## src/rtl/regfile_pkg.sv

```systemverilog
// Shared defaults for the scoreboarded register file.
package regfile_pkg;
    localparam int XLEN_DEFAULT  = 32;
    localparam int NREGS_DEFAULT = 32;
    localparam int NREAD_DEFAULT = 2;
endpackage

```

## src/rtl/regfile_sb_if.sv

```systemverilog
// Writeback / issue / read bundle between the pipeline and the register file.
interface regfile_sb_if
    import regfile_pkg::*;
#(
    parameter int XLEN  = XLEN_DEFAULT,
    parameter int NREGS = NREGS_DEFAULT,
    parameter int NREAD = NREAD_DEFAULT
);
    localparam int AW = $clog2(NREGS);
    localparam int CW = AW + 1;

    logic                           i_wb_valid;
    logic [AW-1:0]                  i_wb_index;
    logic [XLEN-1:0]                i_wb_data;
    logic                           i_issue_valid;
    logic [AW-1:0]                  i_issue_index;
    logic [NREAD-1:0][AW-1:0]       i_rd_index;
    logic [NREAD-1:0][XLEN-1:0]     o_rd_data;
    logic [NREAD-1:0]               o_rd_busy;
    logic [CW-1:0]                  o_busy_count;

    modport master (
        output i_wb_valid, i_wb_index, i_wb_data,
        output i_issue_valid, i_issue_index, i_rd_index,
        input  o_rd_data, o_rd_busy, o_busy_count
    );

    modport slave (
        input  i_wb_valid, i_wb_index, i_wb_data,
        input  i_issue_valid, i_issue_index, i_rd_index,
        output o_rd_data, o_rd_busy, o_busy_count
    );
endinterface

```

## src/rtl/regfile_sb_scoreboard.sv

```systemverilog
// Pending-destination tracker: one busy bit per register plus a running count.
module regfile_sb_scoreboard
    import regfile_pkg::*;
#(
    parameter int NREGS = NREGS_DEFAULT,
    localparam int AW   = $clog2(NREGS),
    localparam int CW   = AW + 1
) (
    input  logic             i_clk,
    input  logic             i_rst_n,
    input  logic             wb_valid,
    input  logic [AW-1:0]    wb_index,
    input  logic             issue_valid,
    input  logic [AW-1:0]    issue_index,
    output logic [NREGS-1:0] busy,
    output logic [CW-1:0]    busy_count
);
    logic             set_en;
    logic             clr_en;
    logic             inc;
    logic             dec;
    logic [NREGS-1:0] busy_nxt;

    always_comb begin
        set_en = issue_valid && (issue_index != '0);
        clr_en = wb_valid && (wb_index != '0);
        // Count only real transitions: WAW re-issue and writeback-to-idle are no-ops,
        // and a same-index issue cancels the clear.
        inc = set_en && !busy[issue_index];
        dec = clr_en && busy[wb_index] && !(set_en && (issue_index == wb_index));
        busy_nxt = busy;
        if (clr_en) busy_nxt[wb_index] = 1'b0;
        if (set_en) busy_nxt[issue_index] = 1'b1;
    end

    always_ff @(posedge i_clk or negedge i_rst_n) begin
        if (!i_rst_n) begin
            busy       <= '0;
            busy_count <= '0;
        end else begin
            busy       <= busy_nxt;
            busy_count <= busy_count + CW'(inc) - CW'(dec);
        end
    end
endmodule

```

## src/rtl/regfile_sb.sv

```systemverilog
// Register file with zero-latency bypassed reads and a busy scoreboard; x0 is hardwired to zero.
module regfile_sb
    import regfile_pkg::*;
#(
    parameter int XLEN  = XLEN_DEFAULT,
    parameter int NREGS = NREGS_DEFAULT,
    parameter int NREAD = NREAD_DEFAULT,
    localparam int AW   = $clog2(NREGS),
    localparam int CW   = AW + 1
) (
    input  logic         i_clk,
    input  logic         i_rst_n,
    regfile_sb_if.slave  bus
);
    logic [XLEN-1:0]  regs [NREGS];
    logic [NREGS-1:0] busy;
    logic [CW-1:0]    busy_count;
    logic [NREAD-1:0] wb_fwd;

    regfile_sb_scoreboard #(.NREGS(NREGS)) u_scoreboard (
        .i_clk       (i_clk),
        .i_rst_n     (i_rst_n),
        .wb_valid    (bus.i_wb_valid),
        .wb_index    (bus.i_wb_index),
        .issue_valid (bus.i_issue_valid),
        .issue_index (bus.i_issue_index),
        .busy        (busy),
        .busy_count  (busy_count)
    );

    always_ff @(posedge i_clk or negedge i_rst_n) begin
        if (!i_rst_n) begin
            for (int i = 0; i < NREGS; i++) regs[i] <= '0;
        end else if (bus.i_wb_valid && (bus.i_wb_index != '0)) begin
            regs[bus.i_wb_index] <= bus.i_wb_data;
        end
    end

    always_comb begin
        wb_fwd        = '0;
        bus.o_rd_data = '0;
        bus.o_rd_busy = '0;
        for (int p = 0; p < NREAD; p++) begin
            wb_fwd[p] = bus.i_wb_valid && (bus.i_wb_index == bus.i_rd_index[p]);
            if (bus.i_rd_index[p] != '0) begin
                bus.o_rd_data[p] = wb_fwd[p] ? bus.i_wb_data : regs[bus.i_rd_index[p]];
                // A writeback landing this cycle satisfies the operand already.
                bus.o_rd_busy[p] = busy[bus.i_rd_index[p]] && !wb_fwd[p];
            end
        end
    end

    assign bus.o_busy_count = busy_count;
endmodule

```

## src/flat_wrapper.sv

```systemverilog
// flat-port wrapper written by rule: the top's interface ports become plain ports
module regfile_sb_flat import regfile_pkg::*;
#(
    parameter int XLEN  = XLEN_DEFAULT,
    parameter int NREGS = NREGS_DEFAULT,
    parameter int NREAD = NREAD_DEFAULT,
    localparam int AW   = $clog2(NREGS),
    localparam int CW   = AW + 1
)
  (i_clk, i_rst_n, bus_i_wb_valid, bus_i_wb_index, bus_i_wb_data, bus_i_issue_valid, bus_i_issue_index, bus_i_rd_index, bus_o_rd_data, bus_o_rd_busy, bus_o_busy_count);
  regfile_sb_if #(.XLEN(XLEN), .NREGS(NREGS), .NREAD(NREAD)) bus_i ();
  input  logic i_clk;
  input  logic i_rst_n;
  input wire logic [$bits(bus_i.i_wb_valid)-1:0] bus_i_wb_valid;
  input wire logic [$bits(bus_i.i_wb_index)-1:0] bus_i_wb_index;
  input wire logic [$bits(bus_i.i_wb_data)-1:0] bus_i_wb_data;
  input wire logic [$bits(bus_i.i_issue_valid)-1:0] bus_i_issue_valid;
  input wire logic [$bits(bus_i.i_issue_index)-1:0] bus_i_issue_index;
  input wire logic [$bits(bus_i.i_rd_index)-1:0] bus_i_rd_index;
  output wire logic [$bits(bus_i.o_rd_data)-1:0] bus_o_rd_data;
  output wire logic [$bits(bus_i.o_rd_busy)-1:0] bus_o_rd_busy;
  output wire logic [$bits(bus_i.o_busy_count)-1:0] bus_o_busy_count;
  assign bus_i.i_wb_valid = bus_i_wb_valid;
  assign bus_i.i_wb_index = bus_i_wb_index;
  assign bus_i.i_wb_data = bus_i_wb_data;
  assign bus_i.i_issue_valid = bus_i_issue_valid;
  assign bus_i.i_issue_index = bus_i_issue_index;
  assign bus_i.i_rd_index = bus_i_rd_index;
  assign bus_o_rd_data = bus_i.o_rd_data;
  assign bus_o_rd_busy = bus_i.o_rd_busy;
  assign bus_o_busy_count = bus_i.o_busy_count;
  regfile_sb #(.XLEN(XLEN), .NREGS(NREGS), .NREAD(NREAD)) u_core (.i_clk(i_clk), .i_rst_n(i_rst_n), .bus(bus_i));
endmodule
```

## config.mk

```make
export PLATFORM = sky130hd
export DESIGN_NAME = regfile_sb_flat
export DESIGN_NICKNAME = d
export VERILOG_FILES = /design/src/rtl/regfile_pkg.sv /design/src/rtl/regfile_sb_if.sv /design/src/rtl/regfile_sb_scoreboard.sv /design/src/rtl/regfile_sb.sv /design/src/flat_wrapper.sv
export SDC_FILE = /design/constraint.sdc
export NUM_CORES = 2
export LEC_CHECK = 0
export BUFFER_PORTS_ARGS = -buffer_cell sky130_fd_sc_hd__buf_2
export CAP_MARGIN = 15
export CORE_MARGIN = 5
export CORE_UTILIZATION = 60
export CTS_BUF_LIST = sky130_fd_sc_hd__clkbuf_8 sky130_fd_sc_hd__clkbuf_16
export DETAILED_ROUTE_END_ITERATION = 16
export HOLD_SLACK_MARGIN = 0.1
export PLACE_DENSITY = 0.86
export SYNTH_ARGS = -nofsm -noshare
export SYNTH_HDL_FRONTEND = slang
export SYNTH_SLANG_ARGS = --single-unit
```

## constraint.sdc

```tcl
create_clock -name i_clk -period 3.5 [get_ports i_clk]
set_input_delay 0.525 -clock i_clk [delete_from_list [all_inputs] [get_ports i_clk]]
set_output_delay 0.525 -clock i_clk [all_outputs]
set_load 0.01 [all_outputs]
```

Word level (Yosys, flattened, before mapping)
Cells that the tools add are included.
{"block": "op_classes", "magnitude_cmp": 10, "add_sub_neg": 2, "n_reduce_logical": 21, "n_bitwise": 6, "n_mul": 0, "n_mux": 29, "eq_ne": 3, "div_mod_pow": 0, "shift": 0}
{"cell": "$bwmux 1024", "count": 1}
{"cell": "$mux 32", "count": 11}
{"cell": "$bmux 32 s5", "count": 2}
{"cell": "$demux 32 s5", "count": 1}
{"cell": "$and 32x32->32", "count": 1}
{"cell": "$not 32->32", "count": 1}
{"cell": "$or 32x32->32", "count": 1}
{"cell": "$lt 5x6->1 const B", "count": 4}
{"cell": "$bmux 1 s5", "count": 4}
{"cell": "$reduce_bool 5->1", "count": 4}
{"cell": "$ge 6x6->1 const B", "count": 3}
{"cell": "$not 5->6", "count": 3}
{"cell": "$eq 5x5->1", "count": 3}
{"cell": "$logic_and 1x1->1", "count": 13}
{"cell": "$demux 1 s5", "count": 2}
{"cell": "$ge 5x1->1 const B", "count": 2}
{"cell": "$mux 1", "count": 8}
{"cell": "$add 6x1->6", "count": 1}
{"cell": "$lt 6x1->1 const B", "count": 1}
{"cell": "$sub 6x1->6", "count": 1}
{"cell": "$logic_not 1->1", "count": 4}
{"block": "word_totals", "word_cells": 105, "out_inout_bits": 72, "input_bits": 56, "latch_bits": 0, "mem_bits_ro": 0, "n_memories": 0, "ramBits": 0, "register_bits": 1062}

Depth between registers and ports, before layout
{"block": "logic_depth", "ltp_word": 9, "ltp_mapped": 16, "mapped_depth_nobuf": 14}

By module
From an unflattened synthesis, not the netlist that was laid out.
{"block": "unflattened", "cells_unflattened": 3943, "area_unflattened_um2": 57535.2}
{"module": "regfile_sb", "area_each_um2": 55245.5, "seq_area_each_um2": 25624.6, "n_inst": 1, "cells_each": 3714}
{"module": "regfile_sb_scoreboard", "area_each_um2": 2289.7, "seq_area_each_um2": 950.9, "n_inst": 1, "cells_each": 229}

Worst setup path before layout
No wires, ideal clock.
{"block": "synth_timing", "path_type": "input port to flip-flop", "start": "input bus_i_wb_index[0]", "end": "register u_core.u_scoreboard.busy_count[4]", "t_arrival_ns": 3.248, "required_time_ns": 3.377, "setup_time_ns": 0.123, "path_slack_ns": 0.129, "stages": 15, "path_buffers": 2, "cell_sequence": "buf_2 buf_2 mux4_2 a22o_1 a221oi_1 a31oi_1 ha_1 inv_1 ha_1 inv_1 fa_1 inv_1 a21o_1 a21oi_1 xnor2_1"}
{"block": "synth_via", "elab_chain_len": 5, "word_cells_on_any_way": 10, "cone_classes": "1 x add/sub; 1 x eq/ne; 2 x mux; 6 x reduce/logical"}
{"item": "from (decl)", "line": "flat_wrapper.sv:15", "text": "input wire logic [$bits(bus_i.i_wb_index)-1:0] bus_i_wb_index;"}
{"item": "$bmux 1 s5, or another cell as far along", "line": "regfile_sb_scoreboard.sv:30", "text": "dec = clr_en && busy[wb_index] && !(set_en && (issue_index == wb_index));"}
{"item": "$mux 1 (not written as such), or another cell as far along", "line": "regfile_sb_scoreboard.sv:30"}
{"item": "$logic_and 1x1->1 / $logic_not 1->1 (equally long branches)", "line": "regfile_sb_scoreboard.sv:30"}
{"item": "$logic_and 1x1->1 (*)", "line": "regfile_sb_scoreboard.sv:30"}
{"item": "$sub 6x1->6 (*)", "line": "regfile_sb_scoreboard.sv:42", "text": "busy_count <= busy_count + CW'(inc) - CW'(dec);"}
{"item": "to (signal assigned)", "line": "regfile_sb_scoreboard.sv:42"}
{"item": "to (decl)", "line": "regfile_sb_scoreboard.sv:16", "text": "output logic [CW-1:0] busy_count"}
Every way passes the cells marked *; elsewhere a longest branch is shown, timed or not. The select of a mux whose other input is x is not followed.
A chain may end at the register's enable or synchronous reset.

Worst setup path in the final report
{"block": "layout_timing", "start": "input bus_i_rd_index[6]", "end": "output bus_o_rd_data[57]"}
{"block": "layout_via", "elab_chain_len": 6, "word_cells_on_any_way": 9, "cone_classes": "1 x eq/ne; 5 x mux; 1 x bitwise; 2 x reduce/logical"}
{"item": "from (decl)", "line": "flat_wrapper.sv:19", "text": "input wire logic [$bits(bus_i.i_rd_index)-1:0] bus_i_rd_index;"}
{"item": "$not 5->6 (not written as such)", "line": "regfile_sb.sv:46", "text": "bus.o_rd_data[p] = wb_fwd[p] ? bus.i_wb_data : regs[bus.i_rd_index[p]];"}
{"item": "$bmux 32 s5", "line": "regfile_sb.sv:46"}
{"item": "$mux 32 (not written as such) (2 in series)", "line": "regfile_sb.sv:46"}
{"item": "$mux 32", "line": "regfile_sb.sv:46"}
{"item": "$mux 32 (*)", "line": "regfile_sb.sv:45", "text": "if (bus.i_rd_index[p] != '0) begin"}
{"item": "to (decl)", "line": "flat_wrapper.sv:20", "text": "output wire logic [$bits(bus_i.o_rd_data)-1:0] bus_o_rd_data;"}
Marks and branches as above.

==> reports/qor.yml <==
ant_nets: 0
synth.yosys.warnings: 0
yosys.area_share.simple_pct: 2.622
gate_count_post_synth: 3972
maxClockFrequency_mhz: 287.0
critPathArrivalTime_ps: 2960
cellInternalPower_mw: 26.82
setup.worst_path.end_class: "output port"
numCtsBuffers: 107
clock_insertion_delay_worst_skew_ps: 710
finalHoldViolations: 0
design.core.area_sq_um: 95010
floorplan.die.width_um: 319.3
post-cts-setup-buffer-count: 0
number_of_enable_type_register_cells_in_the_synthesized_netlist: 0
grt.total_usage_pct: 35.63
synth_top_family_by_area: "multiplexers"
cts-htree-levels: 3
netlist_area_sq_um: 57410
netSwitchingPower_mw: 10.65
finalClockSkew_ps: 49.19
yosys_most_used_dff: "sky130_fd_sc_hd__dfrtp_1"
setup_ws_ps: 16.23
clock_tree.root_cell: "sky130_fd_sc_hd__clkbuf_16"
tritoncts_num_sinks: 1062
wl_per_cell_um: 34.38
timing_worst_slew_pin_value_ps: 1008
clock_tree.buffer_depth: 3
max_cap_viol_count: 0
outcome: "finished clean"
yosysTopAreaCellShare_pct: 46.29
leakage_nw: 28.23
fin_crit_sh_pct: 99.54
crit_path_top_delay_cell: "sky130_fd_sc_hd__a22oi_1"
port_buffers: 127
final-setup-viol-count: 0
synth.top_cells.by_area: "sky130_fd_sc_hd__dfrtp_1 46%, sky130_fd_sc_hd__mux2_2 19%, sky130_fd_sc_hd__mux4_2 18%"
mean_instance_size_in_the_synthesized_netlist_sq_um: 14.45
muxShareOfSynthArea_pct: 40.96
sw_ratio_pct: 28.42
die_h_um: 319.3
first_pass_grt_wire_length_um: 276200
total_power_mw: 37.47
synthToLayoutAreaGrowth_pct: 12.40
timing_max_transition_violations_final: 0
path_buf_inv: 4
finalWeightedCongestion: 0.9457
hold_path_class: "input pin to flop"
criticalPathCategory: "input pin to output port"
drt_wl_total_um: 183900
grt.overflow.total: 0
pwr_density_cell_nw_per_um2: 580.7
synth.yosys.seq_area_share_pct: 46.29
power.share.clock_pct: 34.1
timing.critical_path.required_ps: 2970
area_fraction_in_compound_gates_after_synthesis_pct: 5.933
yosys.area_share.xor_xnor_pct: 0.3051
dpl_worst_slack_ps: 61.03
clk_pin_slew_ps: 60
vdd_ir_drop_max_mv: 0.4590
grt_max_degree: 110
dp_hpwl_um: 108300
timing.setup.tns_ps: 0
crit_path_max_fanout: 44
crit_chain: "buf_4, buf_4, nor2b_4, buf_12, a22oi_1, a22oi_1, a22o_1, buf_2"
cts_tree: "built"
initial_utilization_pct: 60.42
net_count_final: 4053
yosys.area_share.adder_pct: 0.1656
dr_total_vias: 40930
fraction_of_layout_cells_with_a_size_suffix_above_1_pct: 50.39
avgViaCountPerCell: 7.652
top_level_ports: 128
grt_antenna_before_repair: 6
seqPwrFrac_pct: 44.5
die_area_sq_um: 102000
timing.critical_path.max_delay_family: "compound AO/OA/AOI/OAI gates"
firstDrtPassIters: 9
yosys.cell_types.count: 59
drt_iter0_markers: 5748
std_cell_rows: 113
rsz0062_at_grt: "no"
post-route-drc-count: 0
number_of_global_route_vias_before_repair: 42900
crit_path_start_kind: "input pin"
timing.final.crit_period_ps: 3484
synthesis.nets: 4035
netlist.top_cell.by_area: "sky130_fd_sc_hd__dfrtp_1"
postSynthRegisterBits: 1062
power.share.combinational_pct: 21.4
async_flop_share_pct: 100.0
maxSlewHeadroom_pct: 32.80
max_stage_delay_ps: 750
## layout by cell type (no fill, tap or decap), drive strengths merged, types with 22 or more instances in the layout
master	n
a211oi	80
nor2b	40
a21oi	54
o221ai	32
buf	367
o22ai	58
dfrtp	1062
inv	33
mux2	997
clkbuf	134
clkinv	22
a22o	33
a22oi	107
nand2	83
mux2i	172
o21ai	64
mux4	469
nor2	58
nor3	37
## sequential cells by signal, summed over array words and instances, names as in the netlist
name	flops
u_core.regs	1024
u_core.u_scoreboard.busy	32
u_core.u_scoreboard.busy_count	6
## cells in the mapped netlist (9+ instances only)
cell / number
sky130_fd_sc_hd__mux2i_1: 172
sky130_fd_sc_hd__a21oi_1: 54
sky130_fd_sc_hd__dfrtp_1: 1062
sky130_fd_sc_hd__inv_1: 13
sky130_fd_sc_hd__xnor2_1: 13
sky130_fd_sc_hd__nand2_1: 83
sky130_fd_sc_hd__a22o_1: 33
sky130_fd_sc_hd__a22oi_1: 107
sky130_fd_sc_hd__mux4_2: 469
sky130_fd_sc_hd__buf_2: 171
sky130_fd_sc_hd__o21ai_0: 64
sky130_fd_sc_hd__o221ai_1: 32
sky130_fd_sc_hd__nor2_1: 57
sky130_fd_sc_hd__a32o_1: 14
sky130_fd_sc_hd__nor4_1: 13
sky130_fd_sc_hd__a211oi_1: 80
sky130_fd_sc_hd__buf_1: 27
sky130_fd_sc_hd__buf_4: 26
sky130_fd_sc_hd__nand3b_1: 9
sky130_fd_sc_hd__nand3_1: 12
sky130_fd_sc_hd__clkbuf_1: 227
sky130_fd_sc_hd__o22ai_1: 58
sky130_fd_sc_hd__nor2b_1: 40
sky130_fd_sc_hd__mux2_1: 13
sky130_fd_sc_hd__a221o_1: 18
sky130_fd_sc_hd__mux2_2: 984
sky130_fd_sc_hd__nor3_1: 36
## per-layer routing
metal | vias up | track usage (%) | routed length, um
met3 | 1096 | 11.92 | 24600
met4 | 2 | 23.27 | 15580
li1 | 15460 | - | -
met2 | 3473 | 53.32 | 82380
met5 | - | 0 | 7
met1 | 20900 | 44.81 | 61330
## logic make-up (layout without fill, tap and decap cells)
kind of cell / after synthesis / in the layout
multiplexers: 1638 / 1638
flip-flops: 1062 / 1062
AND/OR/NAND/NOR: 293 / 293
buffers and inverters: 472 / 580
other: 0 / 4
adder cells (fa/ha/maj): 7 / 7
XOR/XNOR: 20 / 20
AO/OA/AOI/OAI: 480 / 480
## path summary, 6_finish.rpt
| kind | from | endpoint | slack [ps] | cells after the start |
|---|---|---|---|---|
| min in group asynchronous | i_rst_n | u_core.regs[594]$_DFFE_PN0P_ | 410 | 2 |
| worst min-delay path | bus_i_issue_index[1] | u_core.u_scoreboard.busy[20]$_DFF_PN0_ | 270 | 3 |
| max in group asynchronous | i_rst_n | u_core.regs[412]$_DFFE_PN0P_ | 2060 | 3 |
| worst min register to register | u_core.regs[1016]$_DFFE_PN0P_ | u_core.regs[1016]$_DFFE_PN0P_ | 400 | 0 |
| worst max register to register | u_core.u_scoreboard.busy[29]$_DFF_PN0_ | u_core.u_scoreboard.busy_count[4]$_DFF_PN0_ | 490 | 13 |
| worst max-delay path | bus_i_rd_index[6] | bus_o_rd_data[57] | 20 | 8 |
## layout make-up
| type | count | area, sq um |
|---|---|---|
| Inverter | 13 | 48.80 |
| Sequential cell | 1062 | 26580 |
| Multi-Input combinational cell | 2438 | 28910 |
| Fill cell | 5917 | 30490 |
| Clock inverter | 65 | 908.4 |
| Tap cell | 1265 | 1583 |
| Clock buffer | 134 | 3049 |
| Antenna cell | 4 | 10.01 |
| Timing Repair Buffer | 368 | 3437 |
## worst min-delay path, cell delays in order
cell                      delay (ps)
sky130_fd_sc_hd__buf_2           110
sky130_fd_sc_hd__or2_2           160
sky130_fd_sc_hd__o21ai_0         100
## power by group through the flow
stage	Combinational [mW]	Sequential [mW]	Clock, mW
2_1_floorplan	5.83	16.0	0
4_1_cts	7.93	16.5	12.8
6_report	8.01	16.7	12.8
3_3_place_gp	7.47	16.4	0
5_1_grt	8.50	16.8	13.3
3_5_place_dp	7.78	16.6	0
## what timing repair did
item / CTS / global route
hold endpoints to repair: 38 / 0
setup endpoints to repair: 0 / 2
hold buffers: 1 / 0
resized for setup: 0 / 2
## through the flow
stage	std cells	instance area, sq um	util (%)	hold WS (ps)
finish	5349	64520	67.91	274.2
global route	5345	64510	67.90	270.3
CTS	5345	64500	67.89	257.7
detailed placement	5145	60530	63.71	383.6
global placement	5145	60530	63.71	376.4
floorplan	3972	57410	-	229.4
(Power assumes the default switching activity.)
